===== config.mk =====
export PLATFORM = sky130hd
export DESIGN_NAME = slice_serial_adder_ctrl
export DESIGN_NICKNAME = d
export VERILOG_FILES = /design/src/rtl/slice_serial_adder_ctrl.sv
export SDC_FILE = /design/constraint.sdc
export NUM_CORES = 1
export LEC_CHECK = 0
export BUFFER_PORTS_ARGS = -buffer_cell sky130_fd_sc_hd__buf_2
export CELL_PAD_IN_SITES_DETAIL_PLACEMENT = 0
export CELL_PAD_IN_SITES_GLOBAL_PLACEMENT = 1
export CORE_MARGIN = 3
export CORE_UTILIZATION = 36
export DETAILED_ROUTE_END_ITERATION = 12
export PLACE_DENSITY_LB_ADDON = 0.12
export SYNTH_ARGS = -nofsm -noshare
export SYNTH_HDL_FRONTEND = slang
export SYNTH_SLANG_ARGS = --single-unit

===== constraint.sdc =====
create_clock -name clk -period 2.95 [get_ports clk]
set_clock_uncertainty 0.15 [all_clocks]
set_input_delay 0.1475 -clock clk [delete_from_list [all_inputs] [get_ports clk]]
set_output_delay 0.1475 -clock clk [all_outputs]
set_load 0.02 [all_outputs]

===== src/rtl/slice_serial_adder_ctrl.sv =====
// Digit-serial add/subtract sequencer: one shared 3-bit slice adder walks the operands
// LSB slice first and holds the result behind a valid/ready handshake.
//
// state | meaning
// IDLE  | ready for a new operation; in_ready high
// RUN   | one slice per cycle through the shared adder; busy high
// DONE  | result held; out_valid raised one cycle after entry, cleared on out_ready
module slice_serial_adder_ctrl #(
  parameter int SLICES = 4,
  parameter int IDXW   = 2
) (
  input  logic                  clk,
  input  logic                  rst,
  input  logic                  in_valid,
  output logic                  in_ready,
  input  logic [3*SLICES-1:0]   in_a,
  input  logic [3*SLICES-1:0]   in_b,
  input  logic                  in_cin,
  input  logic                  in_sub,
  output logic                  out_valid,
  input  logic                  out_ready,
  output logic [3*SLICES-1:0]   out_sum,
  output logic                  out_cout,
  output logic                  out_ovf,
  output logic                  busy,
  output logic [IDXW-1:0]       slice_idx
);

  localparam int W = 3 * SLICES;

  typedef enum logic [1:0] {IDLE, RUN, DONE} state_t;

  state_t         state;
  logic [W-1:0]   op_a;
  logic [W-1:0]   op_b;
  logic           carry;
  logic [2:0]     a3;
  logic [2:0]     b3;
  logic [3:0]     slice_res;
  logic [W-1:0]   sum_next;
  logic           last_slice;

  // Slice select and write-back, plus the single shared slice adder.
  always_comb begin
    a3       = '0;
    b3       = '0;
    for (int k = 0; k < SLICES; k++) begin
      if (slice_idx == IDXW'(k)) begin
        a3 = op_a[3*k +: 3];
        b3 = op_b[3*k +: 3];
      end
    end
    slice_res = {1'b0, a3} + {1'b0, b3} + {3'b000, carry};
    sum_next  = out_sum;
    for (int k = 0; k < SLICES; k++) begin
      if (slice_idx == IDXW'(k)) sum_next[3*k +: 3] = slice_res[2:0];
    end
    last_slice = (slice_idx == IDXW'(SLICES - 1));
  end

  always_ff @(posedge clk) begin
    if (rst) begin
      state     <= IDLE;
      in_ready  <= 1'b1;
      out_valid <= 1'b0;
      out_sum   <= '0;
      out_cout  <= 1'b0;
      out_ovf   <= 1'b0;
      busy      <= 1'b0;
      slice_idx <= '0;
      carry     <= 1'b0;
      op_a      <= '0;
      op_b      <= '0;
    end else begin
      case (state)
        IDLE: begin
          if (in_valid) begin
            op_a      <= in_a;
            op_b      <= in_sub ? ~in_b : in_b;
            carry     <= in_sub | in_cin;
            out_sum   <= '0;
            slice_idx <= '0;
            in_ready  <= 1'b0;
            busy      <= 1'b1;
            state     <= RUN;
          end
        end
        RUN: begin
          out_sum <= sum_next;
          carry   <= slice_res[3];
          if (last_slice) begin
            out_cout <= slice_res[3];
            // Effective-operand signs agree but the result sign differs.
            out_ovf  <= (op_a[W-1] == op_b[W-1]) & (sum_next[W-1] != op_a[W-1]);
            busy     <= 1'b0;
            state    <= DONE;
          end else begin
            slice_idx <= slice_idx + IDXW'(1);
          end
        end
        DONE: begin
          if (!out_valid) begin
            out_valid <= 1'b1;
          end else if (out_ready) begin
            out_valid <= 1'b0;
            in_ready  <= 1'b1;
            state     <= IDLE;
          end
        end
        default: state <= IDLE;
      endcase
    end
  end

endmodule


==> key figures, run 1 <==
Power and ir drop
  – Worst IR Drop VDD: 0.195 mV
  – Switching Share: 0.286
  – Final Total Pwr: 1.34 mW
  – Switching power: 0.383 mW
  – Reg power frac: 0.511
  – Pwr/cell area: 472 nW/um^2
  – Clk pwr share: 0.272
  – Comb pwr share: 0.217
  – P_int: 0.954 mW
  – LEAKAGE: 1.14 nW

Synth
  – Synthesis Warnings: 0
  – Cells after Synth: 272
  – Post-Syn Area: 2300 sq um
  – Synth cell types: 34
  – Yosys reg bits: 46
  – Syn nets: 310
  – Register area share after synthesis: 0.401
  – Post-synthesis average cell area: 8.45 sq um

Cells and area
  – Most frequent cells in the layout: buf_2, dfxtp_1, a21oi_1
  – N_diodes: 0
  – Area Growth Syn to Fin: 23.4%
  – Layout cells sized above 1: 0.215
  – Fin nets: 369
  – Most common cell after layout, fill and taps aside: buf_2

Floorplanning
  – FP Rows: 28
  – Initial Util: 0.379
  – Num ports: 49
  – DIE HEIGHT: 85.9 um
  – Die Wd: 85.9 um
  – Core area: 6060 sq um
  – Die area: 7380 sq um

Placement
  – Hpwl dp: 3810 um
  – Routability cong.: 0.818
  – Port bufs: 48
  – DP Worst Slack: 0.154 ns

Timing
  – Tmin final: 2.78 ns
  – RSZ-0062 raised after global routing: no
  – Worst slew pin tran: 0.878 ns
  – Setup TNS Final: 0 ns
  – Relative slew slack: 0.414
  – Final worst setup slack: 0.165 ns
  – Final Hold Fails: 0
  – Fmax: 359 MHz
  – Fin crit share: 0.944
  – Setup Viol. Count Final: 0
  – Final slew viol count: 0

Run
  – Max_cap viols: 0

Drt
  – Wire per inst: 13.4 um
  – Starting DRT DRC Count: 86
  – # DRC: 0
  – Final ANT Viol Nets: 0
  – DR vias: 2005
  – Via density: 4.94
  – Pre-antenna DRT Iters: 4
  – Final WL: 5430 um

Critical path
  – WS Path Type: flip-flop to flip-flop
  – Critical Path AT: 2.84 ns
  – Setup slack, reg-to-reg: 0.17 ns
  – Critical Path RT: 3.01 ns
  – R2R Path End: out_ovf
  – Reg2reg start: slice_idx[1]
  – CP startpoint kind: flip-flop
  – Worst Setup End Kind: flip-flop
  – R2R cell count: 9
  – Worst-path maximum fanout: 12

CTS
  – Clk sinks: 46
  – Clock Tree Buf Depth: 2
  – CTS H-tree depth: 2
  – CTS tree: built
  – Clk_lat worst skew: 0.29 ns
  – TritonCTS buffer count: 5
  – Clk slew on worst S/H paths: 0.08 ns
  – Postcts setup bufs: 0
  – Root Driver: clkbuf_8

GRT
  – Vias in the first global route: 1927
  – Total track usage: 0.157
  – Global-route wire length before repair: 9240 um
  – Total gr overflow: 0
  – Initial antenna violation count: 0
  – Largest net degree at the start of global routing: 47

Run status
  – Status: complete, no violations

Min path
  – Worst Min Path Start: in_b[11]
  – WHS Endpoint: op_b[11]
  – Hold Path Class: input pin to flip-flop
  – Worst Hold Depth: 3
-- worst max-delay path, stage by stage, from the launching register on --
cell and delay [ns]:
dfxtp_1 0.43, inv_1 0.09, ha_1 0.24, buf_4 0.19
o21ai_0 0.33, a22oi_1 0.17, fa_1 0.49, xnor2_2 0.19
nand3b_1 0.18, a311oi_1 0.24
-- cells in the mapped netlist --
cell / number / share of area
nand2b_1: 3 / 0.0082
a21o_1: 1 / 0.0033
buf_4: 2 / 0.0065
inv_1: 10 / 0.016
or3b_4: 1 / 0.0049
nand2_1: 32 / 0.052
nor2_1: 24 / 0.039
a22o_1: 4 / 0.015
nand3b_1: 6 / 0.020
o21ai_0: 9 / 0.020
or3b_1: 1 / 0.0038
nand3_1: 11 / 0.024
xnor2_1: 10 / 0.038
ha_1: 6 / 0.033
buf_6: 4 / 0.020
buf_2: 8 / 0.017
a21oi_1: 39 / 0.085
fa_1: 2 / 0.017
or2b_1: 1 / 0.0033
nor2b_1: 2 / 0.0054
o21bai_1: 1 / 0.0033
a311oi_1: 2 / 0.0076
nor3b_4: 1 / 0.0082
clkbuf_1: 9 / 0.015
nor4bb_1: 6 / 0.026
a211oi_2: 3 / 0.016
buf_8: 1 / 0.0065
a211oi_1: 9 / 0.029
a31oi_1: 7 / 0.019
xor2_1: 3 / 0.011
and3b_1: 2 / 0.0076
a22oi_1: 4 / 0.013
dfxtp_1: 46 / 0.40
nor3_1: 2 / 0.0044
-- stage by stage --
step | hold slack [ns] | utilization | instances | area [sq um]
2_1_floorplan | 0.133 | - | 272 | 2310
3_3_place_gp | 0.240 | 0.422 | 380 | 2560
3_5_place_dp | 0.245 | 0.422 | 380 | 2560
4_1_cts | 0.00168 | 0.466 | 406 | 2830
5_1_grt | 0.0210 | 0.468 | 406 | 2840
6_report | 0.00932 | 0.468 | 406 | 2840
-- how the worst max path moves through the flow --
| stage | startpoint | end | cells after the start |
|---|---|---|---|
| floorplan | slice_idx[0] | out_ovf | 10 |
| global route | slice_idx[1] | out_ovf | 7 |
| detailed placement | slice_idx[1] | out_ovf | 9 |
| finish | slice_idx[1] | out_ovf | 9 |
| CTS | slice_idx[0] | out_ovf | 9 |
| global placement | slice_idx[0] | out_sum[7] | 10 |
-- repair_timing --
| action | in CTS | in global routing |
|---|---|---|
| hold buffers | 19 | 0 |
| resized for setup | 0 | 3 |
| endpoints found under the setup margin | 0 | 4 |
| hold endpoints to repair | 19 | 0 |
-- registers in the layout (all words and copies together), names as in the netlist --
name       flops
state          2
slice_idx      2
out_valid      1
out_sum       12
busy           1
op_a          12
out_cout       1
out_ovf        1
carry          1
op_b          12
in_ready       1
-- power groups by stage --
stage                     Sequential (mW)  Combinational, mW  Clock (mW)
after detailed placement            0.699              0.273           0
after floorplan                     0.698              0.199           0
after global placement              0.698              0.271           0
after CTS                           0.685              0.292       0.377
after global routing                0.690              0.327       0.395
final                               0.684              0.290       0.364
-- cells by family after synthesis --
logic type | synth area share
and+or+nand+nor | 0.207
xor gates and xnor gates | 0.0495
DFF | 0.401
adders and majority gates | 0.0501
buffers and inverters | 0.0811
AOI/OAI and AO/OA | 0.212
-- routing by layer --
| metal | routed length, um | part of all wire | vias to the layer above | GRT usage |
|---|---|---|---|---|
| met4 | 74 | 0.014 | 0 | 0.0518 |
| met1 | 2670 | 0.49 | 907 | 0.207 |
| li1 | - | - | 1055 | - |
| met2 | 2480 | 0.46 | 36 | 0.253 |
| met5 | 0 | 0 | - | 0 |
| met3 | 203 | 0.037 | 7 | 0.0375 |
-- cell type report --
class,count,area [sq um]
clock buffers,7,76.3
repair buffers,76,498
flip-flops and latches,46,921
fillers,599,3230
well taps,75,93.8
multi-input cells,192,1210
inverters,10,37.5
Power figures use the tool's default switching activity.
==> inputs of run 2 (changes only) <==
--- a/config.mk
+++ b/config.mk
@@ -7,9 +7,9 @@
 export LEC_CHECK = 0
 export BUFFER_PORTS_ARGS = -buffer_cell sky130_fd_sc_hd__buf_2
 export CELL_PAD_IN_SITES_DETAIL_PLACEMENT = 0
-export CELL_PAD_IN_SITES_GLOBAL_PLACEMENT = 1
+export CELL_PAD_IN_SITES_GLOBAL_PLACEMENT = 2
 export CORE_MARGIN = 3
-export CORE_UTILIZATION = 36
+export CORE_UTILIZATION = 28
 export DETAILED_ROUTE_END_ITERATION = 12
 export PLACE_DENSITY_LB_ADDON = 0.12
 export SYNTH_ARGS = -nofsm -noshare
==> run 2 against run 1 <==
Count of clock-buffer cells in the layout decreased by 1. Hold slack got worse by 0.0066 ns. Final cell count increased by 7.1%. Worst setup slack improved by 0.087 ns. Sequential power about the same. Critical path depth decreased by 2. Via count increased by 3.0%. Global-route usage decreased by 2.1 points. Routed wire length increased by 13%. Maximum frequency increased by 3.2%. Die area increased by 26%. Non-clock buffer count increased by 1. Critical endpoint unchanged. Largest cell class unchanged. Largest power group unchanged. Highest routed layer unchanged.
==> key figures, run 2 (same netlist as run 1, synthesis figures left out) <==
GRT
  – Met1 Use GR: 0.183
  – Global-route wire length before repair: 10400 um
  – Largest net degree at the start of global routing: 47
  – Top Usage Layer GRT: met2
  – GRT met3 Usage: 0.0288
  – Vias in the first global route: 2037
  – Total track usage: 0.136
  – Total gr overflow: 0
  – Initial antenna violation count: 0
  – Met2 usage: 0.221

Critical path
  – Critical Path AT: 2.76 ns
  – Critical Path RT: 3.01 ns
  – Worst-path maximum fanout: 12
  – Critical-path cell list: ha_1, a22oi_1, fa_2, fa_2, xnor2_4, nand3b_1, a311oi_1
  – Worst Setup End Kind: flip-flop
  – CP startpoint kind: flip-flop
  – Most used cell, CP: fa_2
  – Slowest stage cell, crit path: ha_1
  – WS Path Type: flip-flop to flip-flop
  – Worst stage delay on the critical path: 0.48 ns

Floorplanning
  – Die area: 9330 sq um
  – Core area: 7850 sq um
  – FP Rows: 32
  – Die Wd: 96.6 um
  – Num ports: 49
  – Initial Util: 0.293
  – DIE HEIGHT: 96.6 um

Cells and area
  – Most common cell after layout, fill and taps aside: buf_2
  – Most frequent cells in the layout: buf_2, dfxtp_1, a21oi_1
  – Area of the multi-input gates: 1240 sq um
  – Layout cells sized above 1: 0.237
  – Layout Cells excl Fill: 435
  – Top Registers: op_a (12), op_b (12), out_sum (12)
  – # fillers: 870
  – Register area: 922 sq um
  – Final non-filler cell area: 2980 sq um
  – Area Growth Syn to Fin: 29.5%
  – N_diodes: 0
  – Fin nets: 370

Drt
  – # DRC: 0
  – Via density: 4.75
  – Pre-antenna DRT Iters: 4
  – Final ANT Viol Nets: 0
  – Starting DRT DRC Count: 70
  – Final WL: 6130 um
  – DR vias: 2065
  – Wire per inst: 14.1 um

Timing
  – Fmax: 371 MHz
  – RSZ-0062 raised after global routing: no
  – Worst slew pin tran: 0.951 ns
  – Tmin final: 2.70 ns
  – Fin crit share: 0.914
  – Setup TNS Final: 0 ns
  – Final Hold Fails: 0
  – Setup Viol. Count Final: 0
  – Final worst setup slack: 0.252 ns
  – Final slew viol count: 0
  – Relative slew slack: 0.366

CTS
  – CTS H-tree depth: 2
  – Clk slew on worst S/H paths: 0.09 ns
  – TritonCTS buffer count: 5
  – Clock Tree Buf Depth: 2
  – CTS tree: built
  – Root Driver: clkbuf_8
  – Clk_lat worst skew: 0.30 ns
  – Clk sinks: 46

Placement
  – Dpl cell area: 2590 sq um
  – Dpl cells: 407
  – Hpwl dp: 4260 um
  – Routability cong.: 0.734
  – Port bufs: 48
  – DP Worst Slack: 0.124 ns

Run status
  – Status: complete, no violations

Power and ir drop
  – Pwr/cell area: 532 nW/um^2
  – Final Total Pwr: 1.58 mW
  – Worst IR Drop VDD: 0.244 mV
  – LEAKAGE: 1.18 nW

Min path
  – Hold Path Class: input pin to flip-flop

Run
  – Max_cap viols: 0
run 2: final timing paths:
| check | start | to | slack [ns] | depth (start not counted) |
|---|---|---|---|---|
| worst max-delay path | slice_idx[0] | out_ovf | 0.25 | 7 |
| worst min register to register | op_a[6] | op_a[6] | 0.31 | 2 |
| worst max register to register | slice_idx[0] | out_ovf | 0.25 | 7 |
| worst min-delay path | in_b[11] | op_b[11] | 0.003 | 3 |
run 2: layout make-up:
class / instances / share of cell area
multi-input cells: 192 / 0.416
flip-flops and latches: 46 / 0.310
repair buffers: 77 / 0.171
well taps: 102 / 0.0429
clock buffers: 6 / 0.0278
clock inverters: 2 / 0.0202
inverters: 10 / 0.0126
run 2: through the flow:
stage          hold slack (ns)  utilization
2_1_floorplan            0.133            -
4_1_cts                0.00459        0.374
3_5_place_dp             0.245        0.330
3_3_place_gp             0.240        0.330
6_report               0.00275        0.379
5_1_grt                0.00659        0.379
run 2: critical path: cells and delay by family, from the launching register on:
kind,cells,cell delay [ns]
compound gates,2,0.45
xor+xnor,1,0.16
fa+ha+maj,3,1.27
flops,1,0.41
simple gates,1,0.17
run 2: per-layer routing:
layer	wire, um	up-vias
met5	0	-
met4	61	0
met3	194	7
met2	2960	31
met1	2910	961
li1	-	1066
run 2: where the power goes:
group,leakage [nW],switching (mW),internal [mW]
Sequential,0.377,0.0252,0.657
Clock,0.0714,0.225,0.362
Combinational,0.733,0.168,0.145
Total,1.18,0.418,1.16
run 2: timing repair:
| item | CTS | global route |
|---|---|---|
| setup buffers | 0 | 0 |
| hold endpoints to repair | 20 | 0 |
| resized for setup | 0 | 9 |
| hold buffers | 20 | 0 |
| endpoints found under the setup margin | 0 | 8 |
